## config.mk

```make
export PLATFORM = sky130hd
export DESIGN_NAME = cdb_arbiter
export DESIGN_NICKNAME = d
export VERILOG_FILES = /design/src/rtl/cdb_arbiter.sv
export SDC_FILE = /design/constraint.sdc
export NUM_CORES = 1
export LEC_CHECK = 0
export CORE_ASPECT_RATIO = 1.75
export CORE_UTILIZATION = 50
export DETAILED_ROUTE_END_ITERATION = 7
export GPL_TIMING_DRIVEN = 0
export PLACE_DENSITY = 0.76
export SLEW_MARGIN = 40
export SYNTH_ARGS = -nofsm -noshare
export SYNTH_HDL_FRONTEND = slang
export SYNTH_SLANG_ARGS = --single-unit
```

## constraint.sdc

```tcl
create_clock -name clock -period 7 [get_ports clock]
set_input_delay 1.4 -clock clock [delete_from_list [all_inputs] [get_ports clock]]
set_output_delay 1.4 -clock clock [all_outputs]
set_load 0.01 [all_outputs]
```

## src/rtl/cdb_arbiter.sv

```systemverilog
// Buffered common data bus: per-source result FIFOs feed a round-robin arbiter
// that drives up to NUM_LANES registered broadcast lanes each cycle.
module cdb_arbiter #(
  parameter int NUM_SRC   = 4,
  parameter int NUM_LANES = 2,
  parameter int BUF_DEPTH = 2,
  parameter int TAG_W     = 6,
  parameter int XLEN      = 32
) (
  input  logic                                clock,
  input  logic                                reset,
  input  logic                                squash,
  input  logic [NUM_SRC-1:0]                  src_valid,
  input  logic [NUM_SRC*TAG_W-1:0]            src_tag,
  input  logic [NUM_SRC*XLEN-1:0]             src_value,
  input  logic [NUM_SRC-1:0]                  src_no_output,
  output logic [NUM_SRC-1:0]                  src_ready,
  output logic [NUM_LANES-1:0]                cdb_valid,
  output logic [NUM_LANES*TAG_W-1:0]          cdb_tag,
  output logic [NUM_LANES*XLEN-1:0]           cdb_value,
  output logic [NUM_LANES-1:0]                cdb_reg_valid,
  output logic [NUM_LANES*$clog2(NUM_SRC)-1:0] cdb_src
);

  localparam int SRC_W  = $clog2(NUM_SRC);
  localparam int PTR_W  = (BUF_DEPTH > 1) ? $clog2(BUF_DEPTH) : 1;
  localparam int CNT_W  = $clog2(BUF_DEPTH + 1);
  localparam int LANE_W = (NUM_LANES > 1) ? $clog2(NUM_LANES) : 1;
  localparam int ENT_W  = TAG_W + XLEN + 1;

  // Entry layout: {no_output, tag, value}
  logic [ENT_W-1:0]     mem      [NUM_SRC][BUF_DEPTH];
  logic [PTR_W-1:0]     head     [NUM_SRC];
  logic [PTR_W-1:0]     tail     [NUM_SRC];
  logic [CNT_W-1:0]     count    [NUM_SRC];
  logic [ENT_W-1:0]     head_ent [NUM_SRC];
  logic [SRC_W-1:0]     rr_ptr;
  logic [SRC_W-1:0]     rr_next;
  logic [NUM_SRC-1:0]   push;
  logic [NUM_SRC-1:0]   grant;
  logic [SRC_W-1:0]     lane_sel [NUM_LANES];
  logic [NUM_LANES-1:0] lane_vld;

  logic [NUM_LANES-1:0]       valid_nxt;
  logic [NUM_LANES*TAG_W-1:0] tag_nxt;
  logic [NUM_LANES*XLEN-1:0]  value_nxt;
  logic [NUM_LANES-1:0]       reg_valid_nxt;
  logic [NUM_LANES*SRC_W-1:0] src_nxt;

  function automatic logic [PTR_W-1:0] bump(input logic [PTR_W-1:0] p);
    return (p == PTR_W'(BUF_DEPTH - 1)) ? '0 : p + 1'b1;
  endfunction

  // Readiness comes from occupancy alone, so a same-cycle pop never frees a slot early
  always_comb begin
    src_ready = '0;
    push      = '0;
    for (int i = 0; i < NUM_SRC; i++) begin
      head_ent[i]  = mem[i][head[i]];
      src_ready[i] = (count[i] < CNT_W'(BUF_DEPTH));
      push[i]      = src_valid[i] && src_ready[i] && !squash;
    end
  end

  always_comb begin
    int s;
    int n;
    grant    = '0;
    lane_vld = '0;
    rr_next  = rr_ptr;
    s        = 0;
    n        = 0;
    for (int k = 0; k < NUM_LANES; k++) lane_sel[k] = '0;
    for (int j = 0; j < NUM_SRC; j++) begin
      s = int'(rr_ptr) + j;
      if (s >= NUM_SRC) s = s - NUM_SRC;
      if (count[SRC_W'(s)] != '0 && n < NUM_LANES) begin
        grant[SRC_W'(s)]     = 1'b1;
        lane_sel[LANE_W'(n)] = SRC_W'(s);
        lane_vld[LANE_W'(n)] = 1'b1;
        rr_next              = (s == NUM_SRC - 1) ? '0 : SRC_W'(s + 1);
        n                    = n + 1;
      end
    end
  end

  always_comb begin
    valid_nxt     = lane_vld;
    tag_nxt       = '0;
    value_nxt     = '0;
    reg_valid_nxt = '0;
    src_nxt       = '0;
    for (int k = 0; k < NUM_LANES; k++) begin
      if (lane_vld[k]) begin
        tag_nxt[k*TAG_W +: TAG_W] = head_ent[lane_sel[k]][XLEN +: TAG_W];
        value_nxt[k*XLEN +: XLEN] = head_ent[lane_sel[k]][XLEN-1:0];
        src_nxt[k*SRC_W +: SRC_W] = lane_sel[k];
        reg_valid_nxt[k]          = !head_ent[lane_sel[k]][ENT_W-1] &&
                                    (head_ent[lane_sel[k]][XLEN +: TAG_W] != '0);
      end
    end
  end

  // Squash drops buffered entries and this cycle's grants but keeps the fairness pointer
  always_ff @(posedge clock) begin
    if (reset || squash) begin
      cdb_valid     <= '0;
      cdb_tag       <= '0;
      cdb_value     <= '0;
      cdb_reg_valid <= '0;
      cdb_src       <= '0;
    end else begin
      cdb_valid     <= valid_nxt;
      cdb_tag       <= tag_nxt;
      cdb_value     <= value_nxt;
      cdb_reg_valid <= reg_valid_nxt;
      cdb_src       <= src_nxt;
    end
    if (reset) rr_ptr <= '0;
    else if (!squash) rr_ptr <= rr_next;
  end

  always_ff @(posedge clock) begin
    for (int i = 0; i < NUM_SRC; i++) begin
      if (reset || squash) begin
        head[i]  <= '0;
        tail[i]  <= '0;
        count[i] <= '0;
      end else begin
        if (push[i]) begin
          mem[i][tail[i]] <= {src_no_output[i], src_tag[i*TAG_W +: TAG_W],
                              src_value[i*XLEN +: XLEN]};
          tail[i]         <= bump(tail[i]);
        end
        if (grant[i]) head[i] <= bump(head[i]);
        if (push[i] && !grant[i]) count[i] <= count[i] + 1'b1;
        else if (!push[i] && grant[i]) count[i] <= count[i] - 1'b1;
      end
    end
  end

endmodule
```

# Word-level counts from Yosys, hierarchy flattened
# Memories as Yosys holds them, arrays and structs flattened.
# Cells that the tools add are included.
[op_classes] magnitude_cmp=45 add_sub_neg=29 n_div=0 bitwise=38 n_shift=0 mux=158 n_mul=0 reduce_logical=57 n_eq_ne=4
[op_table] op="two-way mux 39 bit" n=20
[op_table] op="two-way mux 78 bit" n=4
[op_table] op="two-way mux 32 bit" n=6
[op_table] op="binary-select mux 39 bit (select 2 bit)" n=2
[op_table] op="demux 39 bit (select 1 bit)" n=4
[op_table] op="equality test 32 x 3 -> 1 bit, second input constant" n=4
[op_table] op="< comparator 32 x 3 -> 1 bit, second input constant" n=3
[op_table] op="two-way mux 1 bit" n=79
[op_table] op="adder 32 x 2 -> 32 bit, second input constant" n=2
[op_table] op="two-way mux 2 bit" n=23
[op_table] op="logical AND 1 bit" n=35
[op_table] op="two-way mux 4 bit" n=7
[op_table] op="greater-or-equal comparator 2 bit, second input constant" n=8
[op_table] op="< comparator 2 x 4 -> 1 bit, second input constant" n=4
[op_table] op="NOT 1 -> 2 bit" n=8
[op_table] op="bitwise OR 1 bit" n=16
[op_table] op="greater-or-equal comparator 3 bit, second input constant" n=5
[op_table] op="bitwise mux 4 bit" n=3
[op_table] op="bitwise OR 4 bit" n=3
[op_table] op="nonzero test 6 bit" n=2
[op_table] op="subtractor 3 x 3 -> 4 bit, second input constant" n=3
[op_table] op="zero test 1 bit" n=11
[op_table] op="< comparator 1 x 3 -> 1 bit, second input constant" n=3
[op_table] op="adder 1 bit, second input constant" n=8
[op_table] op="other kinds (25)" n=68
[word_totals] n_memories=4 mem_bits_ro=0 word_cells=345 ramBits=328 latch_bits=0 output_inout_bits=88 register_bits=86 in_bits=163
[mem_list] name="mem" words=4 width=78 rd=4 rd_clocked_by_memory_dff=0 wr=4 line="32" rtl="logic [ENT_W-1:0] mem [NUM_SRC][BUF_DEPTH];"
[mem_list] name="count" words=4 width=2 rd=8 rd_clocked_by_memory_dff=0 wr=4 line="35" rtl="logic [CNT_W-1:0] count [NUM_SRC];"
[mem_list] name="head" words=4 width=1 rd=4 rd_clocked_by_memory_dff=0 wr=4 line="33" rtl="logic [PTR_W-1:0] head [NUM_SRC];"
[mem_list] name="tail" words=4 width=1 rd=4 rd_clocked_by_memory_dff=0 wr=4 line="34" rtl="logic [PTR_W-1:0] tail [NUM_SRC];"

# Depth between registers and ports, before layout
# Gate-level depths: netlist of run 1.
# An unclocked memory read counts as a cell.
[logic_depth] depth_word=24 ltp_mapped=19 ltp_nobuf=14

# Least setup slack after synthesis of run 1
# OpenSTA, ideal clock, no wires.
[synth_path] path_kind="input-to-reg" startpoint="input port squash" endpoint="memory tail[1] (netlist bit) (data pin)" stages=4 setup_slack_ps=1415 arrival_ps=4851 path_buffers=2 t_required_ps=6266 setup_ps=734 cell_sequence="or2_2 clkbuf_1 buf_1 nor3_1"
[synth_lines] element="start, declared" line="12" rtl="input logic squash,"
[synth_lines] element="end, declared" line="34"

# Worst setup path in the final report of run 1
[layout_path] startpoint="register rr_ptr[0]" endpoint="register cdb_value[31]"
[layout_via] elab_chain_cells=22 word_cells_on_any_way=84 classes_between="add/sub: 9; order compare: 19; mux: 33; bitwise: 8; reduce/logical: 14; memory: 1"
[layout_lines] element="start, declared" line="37" rtl="logic [SRC_W-1:0] rr_ptr;"
[layout_lines] element="start signal, assigned" line="120" rtl="else if (!squash) rr_ptr <= rr_next;"
[layout_lines] element="parallel branches: the longest is 22 deep, another holds < comparator 32 x 3 -> 1 bit"
[layout_lines] element="end signal, assigned" line="115" rtl="cdb_value <= value_nxt;"
[layout_lines] element="end, declared" line="20" rtl="output logic [NUM_LANES*XLEN-1:0] cdb_value,"
# Parallel ways; which one is timed is not known. The select of a mux whose other input is x is not followed.
# A chain may end at the register's enable or synchronous reset.

==> results.md, run 1 <==
Status:
- The run finished with clean final reports.

Placement:
- In this run the tool buffered the top-level ports with around 210 buffer cells.
- At the end of routability-driven placement, the weighted congestion stood at 0.938.
- Once detailed placement completed, the half-perimeter wirelength came to between 20000 and 30000 um.

Route:
- The number of DRC markers after the initial detailed-route iteration is 560.
- The total DRC errors in the routed layout is 0.
- The routed via count divided by cell count is about 5.4.
- The count of TritonRoute iterations in the first routing pass is 5.
- Wires add up to between 30000 and 40000 um.
- The routed layout has roughly 9400 vias.
- The remaining antenna violation count after routing is 0.
- Dividing the detail-routed wire length by the instance count gives roughly 22 um.

Global routing:
- The global-route total usage across every layer is around a quarter.
- The overflow left after global routing is 0.
- Entering global routing, the biggest net connects 17 pins.
- The initial antenna violation count is 2.
- The via count of the first global-routing pass came to slightly below 10000.
- The global-route wire length before repair is 54700 um.

Logic synthesis:
- The synthesized design contains 372 register bits.
- In the post-synthesis netlist, the biggest area contributors are sky130_fd_sc_hd__edfxtp_1 65%, sky130_fd_sc_hd__mux2i_1 7.2%, sky130_fd_sc_hd__dfxtp_1 5.8%.
- The fraction of registers with async set/reset is 0%.
- The share of Yosys cell area claimed by the top area cell type is between 60 and 70%.
- In the synthesized netlist the dominant register cell turns out to be sky130_fd_sc_hd__edfxtp_1.
- The number of synthesized flops with an enable pin is between 300 and 400.
- The Yosys warning count is 0.
- The cell with the most instances after synthesis is sky130_fd_sc_hd__edfxtp_1.
- The gate count of the mapped netlist is 997.
- The library cell with the largest summed area after synthesis is sky130_fd_sc_hd__edfxtp_1.
- By count the netlist is led by 328 x sky130_fd_sc_hd__edfxtp_1, 109 x sky130_fd_sc_hd__mux2i_1, 89 x sky130_fd_sc_hd__nand2_1.
- The unique cell type count in the Yosys netlist is between 50 and 60.
- In this run the cell area of the synthesized design comes to roughly 0.015 mm2.
- The mean area per synthesized cell is 15.2 um2.
- For this run, the register share of the synthesized area comes to slightly above 70%.

Setup path:
- The required time of the worst setup path is 7370 ps.
- The worst setup path is launched from a register.
- The worst setup path category is register to register.
- At the worst endpoint, the arrival time is 6280 ps.
- The critical path capture point type is a register.
- The maximum fanout encountered on the critical timing path is 11.

Floorplanning:
- The overall die width is ~130 um.
- After floorplanning, the core was divided into 84 placement rows.
- The area of the core is ~0.030 mm2.
- The die covers slightly above 0.03 mm2.
- The boundary pin count is roughly 250.
- The starting utilization of the core area is between 50% and 60%.
- The die is ~230 um tall.

Clock tree:
- The number of buffers on the longest clock path is 3.
- The post-CTS setup buffer count is 0.
- The TritonCTS sink count is ~370.
- The CTS root buffer is sky130_fd_sc_hd__clkbuf_16.
- TritonCTS built the clock tree.
- Post-CTS repair changed the size of 0 cells.
- The clock-pin slew of the registers on the worst-case setup and hold paths is 70 ps.
- The number of clock buffers added by TritonCTS is 34.
- The later pin in the worst-skew pair is clocked with a latency of 520 ps.
- Hold repair after CTS inserted 0 buffers.
- The maximum level of the CTS H-tree is 2.

STA:
- Setup repair after global routing left no endpoint under its margin.
- The final setup skew is roughly 14 ps.
- The period utilization is between 80% and 90%.
- At the pin with the least slew margin, the transition time is between 800 and 900 ps.
- Final hold analysis gives a worst-case slack of between 600 and 700 ps.
- The max-slew headroom at the worst pin is between 30 and 40%.
- Setup violations remaining at the end of the flow were counted as 0.
- For this run, the top clock speed supported by timing is roughly 170 MHz.
- The count of endpoints failing hold in the final timing report came to 0.
- The clock period minus worst slack is 5910 ps.
- The total count of max-transition violations in the final report is 0.

Worst hold path:
- The path class of the tightest hold or removal check is register to register.

Layout:
- The number of fillers in the final layout is roughly 2200.
- The net count reported at finish is 1506.
- Of the cells placed in the final design, the portion with a size suffix greater than 1 is 18.5%.
- The area growth from synthesis to layout is 27.4%.

Run:
- The tool flagged a number of max-cap violations equal to 0.
routing by layer:
metal | GRT usage, % | wire length, um
met5 | 0 | 0
met4 | 15.9 | 2510
met1 | 24.6 | 12400
met2 | 46.3 | 20800
met3 | 3.57 | 1850
state kept, by name, indices dropped and copies added (netlist names):
name           cells
head               4
cdb_src            2
cdb_reg_valid      1
tail               4
count              8
cdb_tag            6
cdb_value         32
rr_ptr             2
cdb_valid          1
mem              312
placed cells by master, fill, tap and decap left out, types with 28 or more instances in the layout:
| cell type | n |
|---|---|
| sky130_fd_sc_hd__edfxtp_1 | 328 |
| sky130_fd_sc_hd__clkdlybuf4s50_1 | 208 |
| sky130_fd_sc_hd__mux2i_1 | 109 |
| sky130_fd_sc_hd__nand2_1 | 89 |
| sky130_fd_sc_hd__buf_4 | 72 |
| sky130_fd_sc_hd__o211ai_1 | 66 |
| sky130_fd_sc_hd__mux2_2 | 64 |
| sky130_fd_sc_hd__a21oi_1 | 47 |
| sky130_fd_sc_hd__dfxtp_1 | 44 |
| sky130_fd_sc_hd__conb_1 | 42 |
| sky130_fd_sc_hd__buf_2 | 38 |
| sky130_fd_sc_hd__clkbuf_1 | 35 |
| sky130_fd_sc_hd__clkbuf_16 | 35 |
| sky130_fd_sc_hd__nor2_1 | 28 |
final timing paths:
| check | slack [ps] | cells after the start | to | start |
|---|---|---|---|---|
| hold / removal | 610 | 1 | tail[1] | tail[1] |
| setup / recovery | 1090 | 18 | cdb_value[31] | rr_ptr[0] |
| setup reg to reg | 1090 | 18 | cdb_value[31] | rr_ptr[0] |
| hold reg to reg | 610 | 1 | tail[1] | tail[1] |
worst max-delay path, stage by stage (launching register included):
cell                       delay, ps
sky130_fd_sc_hd__dfxtp_1         640
sky130_fd_sc_hd__inv_2           230
sky130_fd_sc_hd__ha_1            450
sky130_fd_sc_hd__buf_2           280
sky130_fd_sc_hd__mux4_2          380
sky130_fd_sc_hd__ha_1            230
sky130_fd_sc_hd__or2_2           130
sky130_fd_sc_hd__buf_6           120
sky130_fd_sc_hd__clkinv_2        100
sky130_fd_sc_hd__fa_1            500
sky130_fd_sc_hd__a221oi_1        560
sky130_fd_sc_hd__a31oi_1         180
sky130_fd_sc_hd__o22ai_1         520
sky130_fd_sc_hd__buf_4           360
sky130_fd_sc_hd__buf_2           310
sky130_fd_sc_hd__buf_2           290
sky130_fd_sc_hd__nand2_1          70
sky130_fd_sc_hd__o211ai_1        230
sky130_fd_sc_hd__a21oi_1         150
metrics by stage:
step	cells	TNS (ps)	util (%)	cell area (um2)	setup WS, ps
6_report	1743	0	64.6	19400	1090
5_1_grt	1743	0	64.6	19400	910
4_1_cts	1741	0	64.6	19300	1100
3_5_place_dp	1681	0	61.0	18300	1120
3_3_place_gp	1633	-143520	59.8	17900	-1120
2_1_floorplan	1038	0	-	15400	1410
final cells by class:
class / instances / area (um2) / area share (%)
flip-flops and latches: 372 / 10700 / 55.4
multi-input cells: 553 / 4030 / 20.8
repair buffers: 257 / 2410 / 12.5
clock buffers: 46 / 937 / 4.84
plain buffers: 97 / 574 / 2.97
well taps: 387 / 484 / 2.50
clock inverters: 14 / 131 / 0.679
inverters: 16 / 61.3 / 0.317
diodes: 1 / 2.50 / 0.0129
cells by family after synthesis:
family	Yosys count	share of synthesized area [%]
xor gates and xnor gates	4	0.230
adders and majority gates	12	1.04
muxes	175	12.2
DFF	372	70.6
AOI/OAI and AO/OA	150	6.81
and+or+nand+nor	170	4.91
buffers and inverters	113	4.18
other	1	0.0247
Power of run 1 is not shown: default switching activity piles up to over one toggle a cycle in this logic, so the estimate is an artifact.
==> run 2: changes to the inputs <==
- clock period: 7 -> 5.8 ns (I/O delays scaled with it)
==> run 2 against run 1 <==
  * Count of clock-buffer cells in the layout unchanged
  * Utilization about the same
  * Critical path type unchanged
  * Sequential share of layout area about the same
  * Largest cell class unchanged
  * Critical path depth unchanged
  * Worst setup slack worse by 800 ps
  * Fmax up 7.2%
  * Highest routed layer unchanged
  * Critical endpoint is now cdb_value[6]
  * Clock skew down 1.4 ps
  * Design area about the same
  * Final cell count unchanged
  * Global-route usage unchanged
==> results.md, run 2 (same netlist as run 1, synthesis figures left out) <==
STA:
- The slew at the pin closest to its max-slew limit is roughly 890 ps.
- The slack of the critical path is 289 ps.
- Setup repair after global routing left no endpoint under its margin.
- The final setup skew is between 10 and 15 ps.
- Setup violations remaining at the end of the flow were counted as 0.
- In this run the tightest slew margin relative to its limit is between 40% and 50%.
- For this run, the top clock speed supported by timing is around 180 MHz.
- The period utilization is 95.0%.
- The count of endpoints failing hold in the final timing report came to 0.
- The total count of max-transition violations in the final report was 0.
- The clock period minus worst slack is between 5000 and 6000 ps.
- The tightest hold path in the finished design has a slack of roughly 610 ps.

Clock tree:
- Hold repair after CTS inserted 0 buffers.
- TritonCTS built the clock tree.
- The post-CTS setup buffer count is 0.
- The clock-pin slew of the registers on the worst-case setup and hold paths is ~70 ps.
- No sink is reached through more buffers than the 3 on the longest clock path.
- The CTS root buffer is sky130_fd_sc_hd__clkbuf_16.
- In this run, CTS created clock tree buffers numbering 34.
- The later pin in the worst-skew pair is clocked with a latency of 520 ps.
- The TritonCTS sink count is between 300 and 400.
- The maximum level of the CTS H-tree is 2.

Setup path:
- The critical path is of the register to register type.
- The maximum fanout encountered on the critical timing path is 10.
- The category of the worst setup path launch point is a register.
- The maximum cell stage delay along the critical path is between 400 and 500 ps.
- STA classifies the critical path endpoint as a register.
- Broken down by cell family, the worst path's largest delay share belongs to buffers and inverters.
- Walking the worst path, the cells encountered are buf_2 -> inv_1 -> ha_1 -> buf_2 -> mux4_2 -> ha_1 -> or2_2 -> buf_6 -> clkinv_2 -> fa_1 -> or3_1 -> o22ai_1 -> o22ai_2 -> buf_4 -> buf_2 -> buf_2 -> o211ai_1 -> a21oi_1.
- The slowest cell on the critical path is sky130_fd_sc_hd__mux4_2.
- The required time of the worst setup path is 6180 ps.
- The library cell appearing most often on the critical path is sky130_fd_sc_hd__buf_2.
- The arrival time of the worst setup path is 5890 ps.
- Together, buffers and inverters on the worst path number 8.

Layout:
- The post-route netlist has about a fifth of its cells at a drive strength greater than 1.
- The library cells used most frequently in the layout, excluding fill and tap cells, are 328 x sky130_fd_sc_hd__edfxtp_1, 208 x sky130_fd_sc_hd__clkdlybuf4s50_1, 109 x sky130_fd_sc_hd__mux2i_1.
- Counting the fill cells in the layout gives around 2200.
- The most common cell after layout, fill and taps aside is sky130_fd_sc_hd__edfxtp_1.
- The net count reported at finish is between 1500 and 2000.
- Compared with the post-synthesis result, the final layout area differs by 27.5%.
- The count of cells in the finished layout, fillers not included, comes to between 1500 and 2000.
- The flip-flop count of the largest register, all copies and words added is between 300 and 400.

Floorplanning:
- After floorplanning, the core was sized to cover around 0.03 mm2.
- The starting utilization of the core area is 50.7%.
- 251 I/O pins were placed.
- The floorplan has 84 rows.
- The overall die width is 134 um.
- The floorplan step defined a die boundary enclosing between 0.03 and 0.04 mm2.
- The die is roughly 230 um tall.

Route:
- The remaining antenna violation count after routing is 0.
- For this block, the via count after detailed routing is approximately 9400.
- In the routed layout, each cell is associated on average with a via count of approximately 5.4.
- The detailed router finished its first iteration with roughly 600 violations.
- The total DRC errors in the routed layout is 0.
- Dividing the detail-routed wire length by the instance count gives approximately 22 um.
- The count of TritonRoute iterations in the first routing pass is 7.
- For this block, the routed nets add up to between 30000 and 40000 um of wire.

Run:
- Max-cap violations in this run came to 0.

Placement:
- Input and output buffers added on the ports amount to 208.
- The worst setup slack after placement is -76.9 ps.
- The number of placed cells counting well taps is 1681.
- The congestion estimate from routability-driven global placement came to approximately 0.94.
- The half-perimeter wire length of the detailed placement result is 29000 um.

Global routing:
- The overflow left after global routing is 0.
- The initial antenna violation count is 2.
- Entering global routing, the biggest net connects 17 pins.
- Global routing used roughly a quarter of the available tracks.
- The global-route wire length before repair is between 50000 and 60000 um.
- The via count of the first global-routing pass is 9602.

Status:
- The flow ran to the end, and the final reports show no timing, DRC or antenna violations.

Worst hold path:
- In this run the worst hold path is classified as register to register.
==> run 2: what timing repair did <==
item                                    in CTS  in global routing
pin swaps                                    0                  0
gates resized for setup                      1                  2
endpoints found under the setup margin       9                  7
==> run 2: cell type report <==
type	instances	area, um2	area share [%]
clock inverters	14	131	0.678
inverters	16	61.3	0.316
plain buffers	97	574	2.96
flip-flops and latches	372	10700	55.4
well taps	387	484	2.50
multi-input cells	553	4040	20.9
repair buffers	257	2410	12.4
diodes	1	2.50	0.0129
clock buffers	46	937	4.84
==> run 2: worst paths after layout <==
path | start | slack, ps | cells after the start | to
setup reg to reg | rr_ptr[1] | 290 | 18 | cdb_value[6]
hold reg to reg | tail[1] | 610 | 1 | tail[1]
hold / removal | tail[1] | 610 | 1 | tail[1]
setup / recovery | rr_ptr[1] | 290 | 18 | cdb_value[6]
==> run 2: per-layer routing <==
| layer | up-vias | track usage, % | share of wire, % |
|---|---|---|---|
| li1 | 4360 | - | - |
| met1 | 4545 | 24.6 | 33 |
| met2 | 364 | 46.3 | 55 |
| met3 | 99 | 3.57 | 5.4 |
| met4 | 0 | 15.9 | 6.8 |
| met5 | - | 0 | 0 |
==> run 2: per-stage QoR <==
step                cell area [um2]  util (%)  setup TNS [ps]
global placement              17900      59.8         -435860
detailed placement            18300      61.0            -192
CTS                           19400      64.6               0
finish                        19400      64.7               0
global route                  19400      64.7               0
floorplan                     15400         -               0
==> run 2: worst reg2reg max path, delay by kind of cell (launching register included) <==
| kind | cells | cell delay, ps |
|---|---|---|
| buffers and inverters | 8 | 1670 |
| AOI/OAI and AO/OA | 4 | 950 |
| and+or+nand+nor | 2 | 720 |
| muxes | 1 | 470 |
| adders and majority gates | 3 | 1130 |
| DFF | 1 | 420 |
Power of run 2 is left out for the same reason.
==> run 3: changes to the inputs <==
--- a/config.mk
+++ b/config.mk
@@ -7,4 +7,5 @@
 export LEC_CHECK = 0
 export CORE_ASPECT_RATIO = 1.75
+export CORE_MARGIN = 4
 export CORE_UTILIZATION = 50
 export DETAILED_ROUTE_END_ITERATION = 7
==> constraint.sdc (replaced) <==
create_clock -name clock -period 5.8 [get_ports clock]
set_input_delay 1.16 -clock clock [delete_from_list [all_inputs] [get_ports clock]]
set_output_delay 1.16 -clock clock [all_outputs]
set_load 0.1 [all_outputs]
==> run 3 against run 2 <==
  * Utilization is 1.4 points lower
  * Fmax hardly changed
  * Global-route usage is 1.9 points lower
  * Final cell count is 0.11% lower
  * Routed wire length is 3.0% higher
  * Design area is 1.7% lower
  * Critical path depth stayed put
  * Non-clock buffer count is 1 lower
  * Register-to-register slack hardly changed
  * Count of clock-buffer cells in the layout is 6 lower
  * Via count is 0.17% lower
==> results.md, run 3 (same netlist as run 1, synthesis figures left out) <==
Status:
- The run finished with clean final reports.

Floorplanning:
- The boundary pin count is between 200 and 300.
- The initialized floorplan defines 84 standard-cell rows.
- The starting utilization of the core area is between 50 and 60%.
- The floorplan step set the die height to 239 um.
- The overall die width is around 140 um.
- The area of the core is 0.0301 mm2.
- The die footprint is about 0.033 mm2.

STA:
- The worst path in the final design needs a cycle of around 5500 ps, including I/O delays and setup.
- The final setup skew is approximately 25 ps.
- The total count of max-transition violations in the final report came to 0.
- Setup violations remaining at the end of the flow were counted as 0.
- The period utilization is around 95%.
- The max-slew headroom at the worst pin is between 40% and 50%.
- Based on the critical path, the design can be clocked at up to between 150 and 200 MHz.
- The count of endpoints failing hold in the final timing report is 0.
- The slew at the pin closest to its max-slew limit is about 800 ps.
- Once routing completed, OpenROAD measured the worst setup slack at 290 ps.

Clock tree:
- After clock tree synthesis, the clock-pin slew on the worst setup and hold paths is about 70 ps.
- The number of hold buffers added after CTS was 0.
- The clock net in this run drives a total of between 300 and 400 sinks.
- For the worst-skew pair, the clock arrives at the later sink with an insertion delay of just under 600 ps.
- The maximum level of the CTS H-tree is 1.
- The number of buffers created by CTS is 31.
- The tree is rooted in a sky130_fd_sc_hd__clkbuf_16.
- The number of buffers on the longest clock path is 3.
- The clock tree from TritonCTS is yes.

Setup path:
- The worst setup path is captured at a register.
- The worst setup path category is register to register.
- Data arrives at the worst endpoint at 5950 ps.
- In this run the worst path has a maximum fanout of 11.
- The internal reg-to-reg setup slack is a little under 300 ps.
- STA classifies the critical path startpoint as a register.
- In this run the critical register-to-register path is captured at cdb_value[31].
- The required time of the worst setup path is 6240 ps.
- For the worst flop-to-flop path, the logic depth is 18.
- The most critical setup path has its startpoint at rr_ptr[0].
- The startpoint identified for the worst register-to-register timing path is rr_ptr[0].

Layout:
- The area growth from synthesis to layout is 25.2%.
- The finished cells cover between 0.015 and 0.02 mm2.
- In the final layout, the share of cells above drive strength 1 is between 20 and 25%.
- In the final design database the tool counted ~1500 nets.
- In the layout the commonest cells are 328 x sky130_fd_sc_hd__edfxtp_1, 162 x sky130_fd_sc_hd__clkdlybuf4s50_1, 108 x sky130_fd_sc_hd__mux2i_1.
- The most common cell after layout, fill and taps aside is sky130_fd_sc_hd__edfxtp_1.
- The flip-flop count of the largest register, all copies and words added is around 310.

Worst hold path:
- The number of cells on the worst hold path is 1.
- The path class of the lowest-slack min-delay path is register to register.
- The end point of the worst hold path is tail[3].
- In this run the most critical hold path is launched from tail[3].

Route:
- The detailed-route wire length is 38800 um.
- After the first detailed-routing iteration, the DRC count stood at ~430.
- The count of TritonRoute iterations in the first routing pass is 5.
- The count of nets left with antenna violations once routing finished came out at 0.
- The total vias in the final route is roughly 9400.
- After detailed routing, the number of remaining DRC violations is 0.
- Dividing the detail-routed wire length by the instance count gives roughly 22 um.
- The routed via count divided by cell count is approximately 5.4.

Global routing:
- The initial antenna violation count is 5.
- The met1 global-route usage is 23.2%.
- Entering global routing, the biggest net connects 17 pins.
- The via count of the first global-routing pass is about 10000.
- The overflow left after global routing is 0.
- Global routing used 3.58% of the available met3 tracks.
- In the global route stage, met2 resource usage came out at a little over two fifths.
- The global routing stage identified its most utilized layer as met2.
- The global-route wire length before repair is between 50000 and 60000 um.
- The global-route total usage across every layer is 22.6%.

Placement:
- Routability-driven placement finished with a final weighted congestion of just under 0.9.
- Timing analysis after detailed placement gives a worst setup slack of 151 ps.
- The half-perimeter wire length of the detailed placement result is approximately 30000 um.
- The placed cell area is between 0.015 and 0.02 mm2.
- During placement, the flow inserted port buffers numbering around 210.

Run:
- Across the run, the number of max-cap violations was 0.
==> run 3: worst max-delay path, stage by stage (launching register included) <==
cell and delay, ps:
sky130_fd_sc_hd__dfxtp_1 660, sky130_fd_sc_hd__inv_2 230, sky130_fd_sc_hd__ha_1 430, sky130_fd_sc_hd__buf_2 250, sky130_fd_sc_hd__mux4_2 360, sky130_fd_sc_hd__ha_1 240
sky130_fd_sc_hd__or2_2 130, sky130_fd_sc_hd__buf_6 120, sky130_fd_sc_hd__clkinv_2 110, sky130_fd_sc_hd__fa_1 470, sky130_fd_sc_hd__a221oi_1 470, sky130_fd_sc_hd__a31oi_1 210
sky130_fd_sc_hd__o22ai_2 350, sky130_fd_sc_hd__buf_4 320, sky130_fd_sc_hd__buf_2 290, sky130_fd_sc_hd__buf_2 290, sky130_fd_sc_hd__nand2_1 80, sky130_fd_sc_hd__o211ai_1 200
sky130_fd_sc_hd__a21oi_1 150
==> run 3: area by class of cell <==
type	instances	area, um2
multi-input cells	553	4050
clock inverters	17	168
clock buffers	40	810
flip-flops and latches	372	10700
plain buffers	97	576
inverters	16	61.3
well taps	387	484
repair buffers	256	2150
fillers	2321	11000
diodes	3	7.51
==> run 3: worst max-delay path by stage <==
stage	slack, ps	cells after the start	to
CTS	120	18	cdb_value[31]
global placement	-2230	5	tail[1]
global route	-20	18	cdb_value[0]
detailed placement	150	18	cdb_value[31]
floorplan	460	4	tail[1]
finish	290	18	cdb_value[31]
==> run 3: repair_timing <==
item	4_1_cts	5_1_grt
setup endpoints to repair	0	29
resized for setup	0	1
buffers inserted	0	0
==> run 3: metrics by stage <==
step                      hold WS (ps)  utilization, %  cells  setup TNS [ps]
final                              609            63.3   1741               0
after global routing               626            63.3   1741           -27.5
after CTS                          617            63.3   1738               0
after detailed placement           593            60.0   1681               0
after global placement             582            59.6   1633         -448470
after floorplan                    567               -   1038               0
==> run 3: per-layer routing <==
metal | vias up | routed length (um)
met5 | - | 30
met4 | 4 | 2080
met1 | 4592 | 13000
met2 | 307 | 21800
met3 | 89 | 1930
li1 | 4360 | -
Power of run 3 is left out for the same reason.
